File: src/rtl/pipemem_access.sv
// pipemem_access: MEM stage holding the EXE/MEM register and a stalling req/ack data-memory port
module pipemem_access #(
  parameter int TIMEOUT = 255
) (
  input  logic        clock,
  input  logic        reset,
  input  logic        ewreg,
  input  logic        em2reg,
  input  logic        ewmem,
  input  logic [31:0] ealu,
  input  logic [31:0] eb,
  input  logic [4:0]  ern,
  output logic        mem_stall,
  output logic        mwreg,
  output logic        mm2reg,
  output logic [31:0] malu,
  output logic [31:0] mmo,
  output logic [4:0]  mrn,
  output logic        dmem_req,
  output logic        dmem_we,
  output logic [31:0] dmem_addr,
  output logic [31:0] dmem_wdata,
  input  logic        dmem_ack,
  input  logic [31:0] dmem_rdata,
  output logic        mem_err
);
  typedef enum logic {IDLE, ACCESS} state_t;
  state_t      state_q, state_d;
  logic        mwreg_q, mwreg_d, mm2reg_q, mm2reg_d, mwmem_q, mwmem_d, err_q, err_d;
  logic [31:0] malu_q, malu_d, mb_q, mb_d, mmo_q, mmo_d;
  logic [4:0]  mrn_q, mrn_d;
  logic [7:0]  cnt_q, cnt_d;
  logic        access, timeout_hit, load_ack;
  always_comb begin
    access      = state_q == ACCESS;
    timeout_hit = access & (cnt_q == 8'(TIMEOUT - 1)) & ~dmem_ack;
    mem_stall   = access & ~dmem_ack & ~timeout_hit;
    load_ack    = access & dmem_ack & mm2reg_q;
    mwreg_d     = mem_stall ? mwreg_q : ewreg;
    mm2reg_d    = mem_stall ? mm2reg_q : em2reg;
    mwmem_d     = mem_stall ? mwmem_q : ewmem & ~em2reg;
    malu_d      = mem_stall ? malu_q : ealu;
    mb_d        = mem_stall ? mb_q : eb;
    mrn_d       = mem_stall ? mrn_q : ern;
    state_d     = mem_stall ? state_q : ((em2reg | ewmem) ? ACCESS : IDLE);
    cnt_d       = mem_stall ? cnt_q + 8'd1 : 8'd0;
    mmo_d       = load_ack ? dmem_rdata : mmo_q;
    err_d       = err_q | timeout_hit;
    mwreg       = mwreg_q & ~mem_stall & ~timeout_hit;
    mm2reg      = mm2reg_q;
    malu        = malu_q;
    mrn         = mrn_q;
    mmo         = load_ack ? dmem_rdata : mmo_q;
    dmem_req    = access;
    dmem_we     = access & mwmem_q;
    dmem_addr   = malu_q;
    dmem_wdata  = mb_q;
    mem_err     = err_q;
  end
  always_ff @(posedge clock) begin
    if (reset) begin
      state_q  <= IDLE;
      mwreg_q  <= 1'b0;
      mm2reg_q <= 1'b0;
      mwmem_q  <= 1'b0;
      malu_q   <= 32'd0;
      mb_q     <= 32'd0;
      mrn_q    <= 5'd0;
      mmo_q    <= 32'd0;
      cnt_q    <= 8'd0;
      err_q    <= 1'b0;
    end else begin
      state_q  <= state_d;
      mwreg_q  <= mwreg_d;
      mm2reg_q <= mm2reg_d;
      mwmem_q  <= mwmem_d;
      malu_q   <= malu_d;
      mb_q     <= mb_d;
      mrn_q    <= mrn_d;
      mmo_q    <= mmo_d;
      cnt_q    <= cnt_d;
      err_q    <= err_d;
    end
  end
endmodule

File: config.mk
export PLATFORM = sky130hd
export DESIGN_NAME = pipemem_access
export DESIGN_NICKNAME = d
export VERILOG_FILES = /design/src/rtl/pipemem_access.sv
export SDC_FILE = /design/constraint.sdc
export NUM_CORES = 1
export LEC_CHECK = 0
export BUFFER_PORTS_ARGS = -buffer_cell sky130_fd_sc_hd__buf_2
export CAP_MARGIN = 20
export CORE_MARGIN = 5
export CORE_UTILIZATION = 40
export DETAILED_ROUTE_END_ITERATION = 8
export MAX_ROUTING_LAYER = met4
export PLACE_DENSITY_LB_ADDON = 0.12
export SYNTH_ARGS = -nofsm -noshare
export SYNTH_HDL_FRONTEND = slang
export SYNTH_SLANG_ARGS = --single-unit
File: constraint.sdc
create_clock -name clock -period 3.7 [get_ports clock]
set_input_delay 0.185 -clock clock [delete_from_list [all_inputs] [get_ports clock]]
set_output_delay 0.185 -clock clock [all_outputs]
set_load 0.02 [all_outputs]
==> impl_metrics.py, run 1 <==
metrics = {
    "global_routing": {
        "overflow": 0,
        "grt_usage": 0.166,
        "grt_pass1_vias": 3907,
        "antenna_found_initial": 0,
        "grt_max_degree": 100,
        "grt_pass1_wl_mm": 18.6,
    },
    "drt": {
        "ant_nets": 0,
        "wl_per_cell_um": 13.5,
        "num_vias": 3917,
        "avgViaCountPerCell": 4.58,
        "drt_iter0_drc": 182,
        "drt_wl_total_mm": 11.6,
        "drcViolationCount": 0,
        "drt_pass1_iterations": 4,
    },
    "floorplan": {
        "die_h_um": 119,
        "initial_core_util": 0.412,
        "core_um2": 11500,
        "ios": 246,
        "fp-row-count": 39,
        "die_area_um2": 14100,
        "die_x_um": 119,
    },
    "finish": {
        "nets": 809,
        "drive_gt1_frac": 0.421,
        "antenna_cells": 0,
        "syn_to_final_growth_pct": 34.6,
        "fin_util": 0.554,
        "fillers": 1076,
    },
    "worst_setup_path": {
        "startpoint": "dmem_req",
        "end_kind": "output pin",
        "start_kind": "flop",
        "required_ns": 3.51,
        "reg2reg_from": "cnt_q[0]",
        "crit_arrival_ns": 2.24,
        "worstPathCellList": "nand3_1, buf_4, mux2_1, buf_2",
        "worstSetupEndpoint": "mmo[12]",
        "critical_path_class": "reg -> out",
        "crit_fanout": 18,
        "r2r_slack_ns": 1.69,
        "worst_path_max_delay_cell": "nand3_1",
        "r2r_end": "dmem_addr[6]",
        "max_stage_delay_ns": 0.52,
        "reg2regPathDepth": 6,
    },
    "yosys": {
        "muxShareOfSynthArea": 0.228,
        "synth_area_leaders": "dfxtp_1, mux2i_1, nand2_1",
        "async_flop_share": 0,
        "synth_flop_cell": "dfxtp_1",
        "synth_edf_count": 0,
        "synth_top_cell_by_area": "dfxtp_1",
        "synth_xor_area_frac": 0.00554,
        "syn_area_um2": 4740,
        "yosysWarnings": 0,
        "synth_commonest_cells": "nand2_1, dfxtp_1, mux2i_1",
        "synth_fp_nets": 602,
        "yosysUniqueCellTypes": 27,
        "syn_inst": 493,
        "synth_most_common_cell": "nand2_1",
        "synth_compound_area_frac": 0.0129,
        "avgSynthCellArea_um2": 9.62,
        "synth_top_area_share": 0.481,
        "synth_seq_cells": 114,
        "synthSimpleGateAreaFrac": 0.178,
        "synth_top_family_by_area": "multiplexers",
        "synthAdderAreaFrac": 0.00528,
        "synth_seq_area_share": 0.481,
    },
    "timing": {
        "fin_tns_setup_ns": 0,
        "rsz0062_at_grt": "false",
        "slew_viol_final": 0,
        "worst_slack_ns": 1.27,
        "clock_skew_ns": 0.0103,
        "min_period_ns": 2.43,
        "hold_viol_final": 0,
        "finalSetupViolCount": 0,
        "period_share": 0.656,
        "fmax_mhz": 412,
        "worst_slew_pin_slew_ns": 0.709,
        "slew_headroom": 0.526,
    },
    "cts": {
        "postCtsSetupBuffers": 0,
        "ctsLongestPathBuffers": 2,
        "cts_tree": "yes",
        "clk_pin_slew_ns": 0.06,
        "clock_latency_ns": 0.41,
        "cts.sinks": 114,
        "clock-root-buffer": "clkbuf_16",
        "htree_levels": 4,
        "cts_buffers": 17,
    },
    "placed_design": {
        "portBuffers": 245,
        "gp_congestion": 0.765,
        "dpl_worst_slack_ns": 1.66,
        "dp_hpwl_mm": 8.49,
    },
    "pwr": {
        "peakVddDrop_uv": 238,
        "p_leak_nw": 3.20,
        "powerDensity_nw_per_um2": 515,
    },
    "hold_path": {
        "holdCritPathClass": "in -> reg",
    },
    "outcome": {
        "outcome": "completed",
    },
    "job": {
        "drv_cap": 0,
    },
}
## worst min path at each step
stage	start	endpoint	slack [ns]	cells past startpoint
CTS	ealu[4]	dmem_addr[4]	0.0006	3
floorplan	ewmem	dmem_req	0.32	1
detailed placement	ealu[24]	dmem_addr[24]	0.43	3
global route	ealu[4]	dmem_addr[4]	0.008	3
finish	eb[1]	dmem_wdata[1]	0.02	3
global placement	ealu[16]	dmem_addr[16]	0.43	3
## routing by layer
metal  up-vias  GRT usage  wire length (µm)
met5         -          -                 0
met1      1775      0.185              4880
met3        16     0.0569               820
met2       142      0.272              5690
met4         0     0.0673               196
li1       1984          -                 -
## what timing repair did
item,in CTS,in global routing
hold buffers,2,0
hold endpoints to repair,2,0
resized for setup,0,0
## layout by cell type (no fill, tap or decap), types with 3 or more instances in the layout
cell type / count
a21oi_1: 3
clkbuf_8: 4
dfxtp_1: 114
nor2_1: 5
mux2i_1: 72
and2_1: 33
o21ai_0: 3
nand3_1: 4
clkbuf_16: 17
mux2_2: 20
mux2_1: 12
clkinvlp_4: 4
or3_1: 3
nand2_1: 144
buf_2: 245
clkinv_2: 4
## registers in the layout, indices dropped and copies added (netlist names)
name        flops
mem_err         1
mm2reg          1
mwreg_q         1
cnt_q           8
dmem_req        1
mrn             5
dmem_addr      32
mmo_q          32
dmem_wdata     32
mwmem_q         1
## area by class of cell
| type | instances | area [µm²] | share of cell area |
|---|---|---|---|
| clock buffer | 23 | 488 | 0.0765 |
| clock inverter | 9 | 80.1 | 0.0125 |
| inverter | 3 | 13.8 | 0.00216 |
| multi-input combinational | 314 | 2050 | 0.321 |
| sequential | 114 | 2280 | 0.358 |
| tap | 143 | 179 | 0.0280 |
| timing repair buffer | 250 | 1290 | 0.203 |
## metrics by stage
stage	hold WS, ns	instances	instance area, µm²	power (mW)
finish	0.0184	856	6380	3.28
global route	0.00785	856	6380	3.42
CTS	0.000624	856	6380	3.34
detailed placement	0.433	822	5790	1.78
global placement	0.428	822	5790	1.77
floorplan	0.317	493	4740	1.64
## critical path, delay by kind of cell (launching register included)
kind | cells | cell delay [ns]
flip-flops | 1 | 0.36
AND/OR/NAND/NOR | 1 | 0.52
buffers and inverters | 2 | 0.61
multiplexers | 1 | 0.35
## logic make-up (layout without fill, tap and decap cells)
group	Yosys count	in the layout
simple gates	195	195
xor+xnor	3	3
mux	104	104
compound gates	10	10
flops	114	114
buf+inv	65	285
fa+ha+maj	2	2
## report_power, final
| group | total [mW] | switching [mW] | internal (mW) |
|---|---|---|---|
| Sequential | 1.33 | 0.0363 | 1.29 |
| Combinational | 0.422 | 0.253 | 0.168 |
| Clock | 1.53 | 0.546 | 0.988 |
| Total | 3.28 | 0.836 | 2.45 |
Power figures use the tool's default switching activity.
==> run 2, diff against run 1 <==
ABC_AREA = 1   (was unset)
clock period = 2.53 ns   (was 3.7 ns; I/O delays follow)
==> run 2 against run 1 <==
  * Non-clock buffer count increased by 90
  * Global-route usage increased by 2.2 points
  * Combinational power increased by 110%
  * Critical path type unchanged
  * Largest power group unchanged
==> impl_metrics.py, run 2 <==
metrics = {
    "outcome": {
        "outcome": "completed",
    },
    "cts": {
        "cts_resized": 0,
        "hold_buffers": 83,
        "htree_levels": 4,
        "ctsLongestPathBuffers": 2,
        "clk_pin_slew_ns": 0.05,
        "cts_tree": "yes",
        "cts_buffers": 17,
        "cts.sinks": 114,
        "clock_latency_ns": 0.40,
        "clock-root-buffer": "clkbuf_16",
        "postCtsSetupBuffers": 0,
    },
    "yosys": {
        "syn_inst": 758,
        "synth_most_common_cell": "nor2_1",
        "synth_top_area_share": 0.434,
        "yosysUniqueCellTypes": 23,
        "synth_seq_area_share": 0.434,
        "synth_fp_nets": 867,
        "synth_seq_cells": 114,
        "async_flop_share": 0,
        "synth_area_leaders": "dfxtp_1, nor2_1, inv_1",
        "synth_flop_cell": "dfxtp_1",
        "syn_area_um2": 5260,
        "yosysWarnings": 0,
        "synth_commonest_cells": "nor2_1, inv_1, dfxtp_1",
        "synth_edf_count": 0,
        "avgSynthCellArea_um2": 6.94,
        "synth_top_cell_by_area": "dfxtp_1",
    },
    "drt": {
        "wl_per_cell_um": 11.4,
        "drt_wl_total_mm": 14.1,
        "ant_nets": 0,
        "drt_pass1_iterations": 5,
        "num_vias": 5193,
        "avgViaCountPerCell": 4.21,
        "drcViolationCount": 0,
        "drt_iter0_drc": 196,
    },
    "floorplan": {
        "die_x_um": 125,
        "ios": 246,
        "core_um2": 13100,
        "initial_core_util": 0.402,
        "fp-row-count": 42,
        "die_area_um2": 15600,
        "die_h_um": 125,
    },
    "timing": {
        "period_share": 0.800,
        "min_period_ns": 2.02,
        "fmax_mhz": 494,
        "finalSetupViolCount": 0,
        "rsz0062_at_grt": "false",
        "fin_tns_setup_ns": 0,
        "slew_headroom": 0.659,
        "slew_viol_final": 0,
        "hold_viol_final": 0,
        "worst_slew_pin_slew_ns": 0.512,
        "clock_skew_ns": 0.00802,
    },
    "pwr": {
        "p_int_mw": 3.65,
        "p_switching_mw": 1.34,
        "peakVddDrop_uv": 402,
        "p_leak_nw": 4.33,
        "powerDensity_nw_per_um2": 646,
        "clkPwrFrac": 0.429,
        "seqPwrFrac": 0.393,
        "switching_share": 0.268,
        "power_frac_comb": 0.178,
    },
    "global_routing": {
        "overflow": 0,
        "grt_pass1_vias": 5024,
        "grt_pass1_wl_mm": 23.7,
        "grt_usage": 0.188,
        "grt_max_degree": 74,
        "antenna_found_initial": 0,
    },
    "worst_setup_path": {
        "critical_path_class": "reg -> out",
        "r2r_end": "cnt_q[4]",
        "reg2regPathDepth": 8,
        "worst_path_max_delay_cell": "dfxtp_1",
        "reg2reg_from": "cnt_q[0]",
        "r2r_slack_ns": 0.89,
        "crit_fanout": 18,
        "crit_family": "buffers and inverters",
        "max_stage_delay_ns": 0.37,
        "start_kind": "flop",
        "critical_path_cell_count": 5,
        "worstPathCellList": "nand3_2, buf_4, o21ai_0, inv_1, buf_2",
        "end_kind": "output pin",
        "crit_arrival_ns": 1.90,
        "required_ns": 2.40,
        "worst-path-buf-inv": 3,
    },
    "finish": {
        "syn_to_final_growth_pct": 46.6,
        "fillers": 1278,
        "antenna_cells": 0,
        "finalInstanceArea_um2": 7710,
        "nets": 1154,
        "drive_gt1_frac": 0.303,
        "mostFrequentLayoutCells": "buf_2, nor2_1, inv_1",
        "final_common_cell": "buf_2",
        "fin_util": 0.590,
    },
    "placed_design": {
        "dpl_cell_area_um2": 6340,
        "dp_hpwl_mm": 9.27,
        "portBuffers": 245,
        "gp_congestion": 0.779,
    },
    "hold_path": {
        "holdCritPathClass": "in -> reg",
        "min_from": "dmem_rdata[8]",
        "hold_end": "mmo_q[8]",
        "whs_path_depth": 3,
    },
    "job": {
        "drv_cap": 0,
    },
}
-- run 2: cell types whose count changed after synthesis, moves of 12 or more --
cell / delta
nand2_1: -32
nor2_1: +173
mux2_1: -12
o21ai_0: +29
and2_1: -33
mux2_2: -20
inv_1: +143
mux2i_1: -72
nand3_2: +19
nand3_1: +55
-- run 2: power by group through the flow --
stage / registers (mW) / logic (mW) / clock network, mW
2_1_floorplan: 2.10 / 0.444 / 0
3_3_place_gp: 1.99 / 0.792 / 0
3_5_place_dp: 2.00 / 0.791 / 0
4_1_cts: 1.96 / 0.893 / 2.20
5_1_grt: 1.97 / 0.979 / 2.29
6_report: 1.96 / 0.888 / 2.14
-- run 2: layout make-up --
class / count / area, µm² / area share
Clock buffer: 28 / 517 / 0.0670
Clock inverter: 4 / 22.5 / 0.00292
Inverter: 146 / 548 / 0.0710
Multi-Input combinational cell: 426 / 1940 / 0.251
Sequential cell: 114 / 2280 / 0.296
Tap cell: 176 / 220 / 0.0285
Timing Repair Buffer: 340 / 2180 / 0.283
-- run 2: stage by stage --
step	cells	setup WS [ns]	hold slack (ns)	power [mW]
detailed placement	1119	0.892	0.354	2.79
global route	1234	0.331	0.0119	5.25
global placement	1119	0.916	0.348	2.79
floorplan	758	1.13	0.255	2.54
CTS	1234	0.466	0.0000167	5.05
finish	1234	0.505	0.0150	4.99
-- run 2: cells by family after synthesis --
group,Yosys count,synth area share
fa+ha+maj,2,0.00475
buf+inv,218,0.199
flops,114,0.434
compound gates,37,0.0373
xor+xnor,4,0.00666
simple gates,383,0.319
-- run 2: how the worst max path moves through the flow --
stage                     startpoint        end  slack [ns]
after detailed placement    cnt_q[0]   cnt_q[4]        0.89
after global routing        dmem_req     mmo[0]        0.33
final                       dmem_req    mmo[17]        0.51
after CTS                   cnt_q[0]  mem_stall        0.47
after global placement      cnt_q[0]   cnt_q[7]        0.92
after floorplan             dmem_req     mmo[0]        1.13
-- run 2: routing by layer --
metal / track usage / up-vias / wire length (µm)
li1: - / 2776 / -
met1: 0.214 / 2211 / 5960
met2: 0.299 / 176 / 6790
met3: 0.0678 / 30 / 1030
met4: 0.0806 / 0 / 329
met5: - / - / 0
-- run 2: tightest hold or removal path, cell delays in order --
cell	delay [ns]
buf_2	0.07
o21ai_0	0.10
nor2_1	0.08
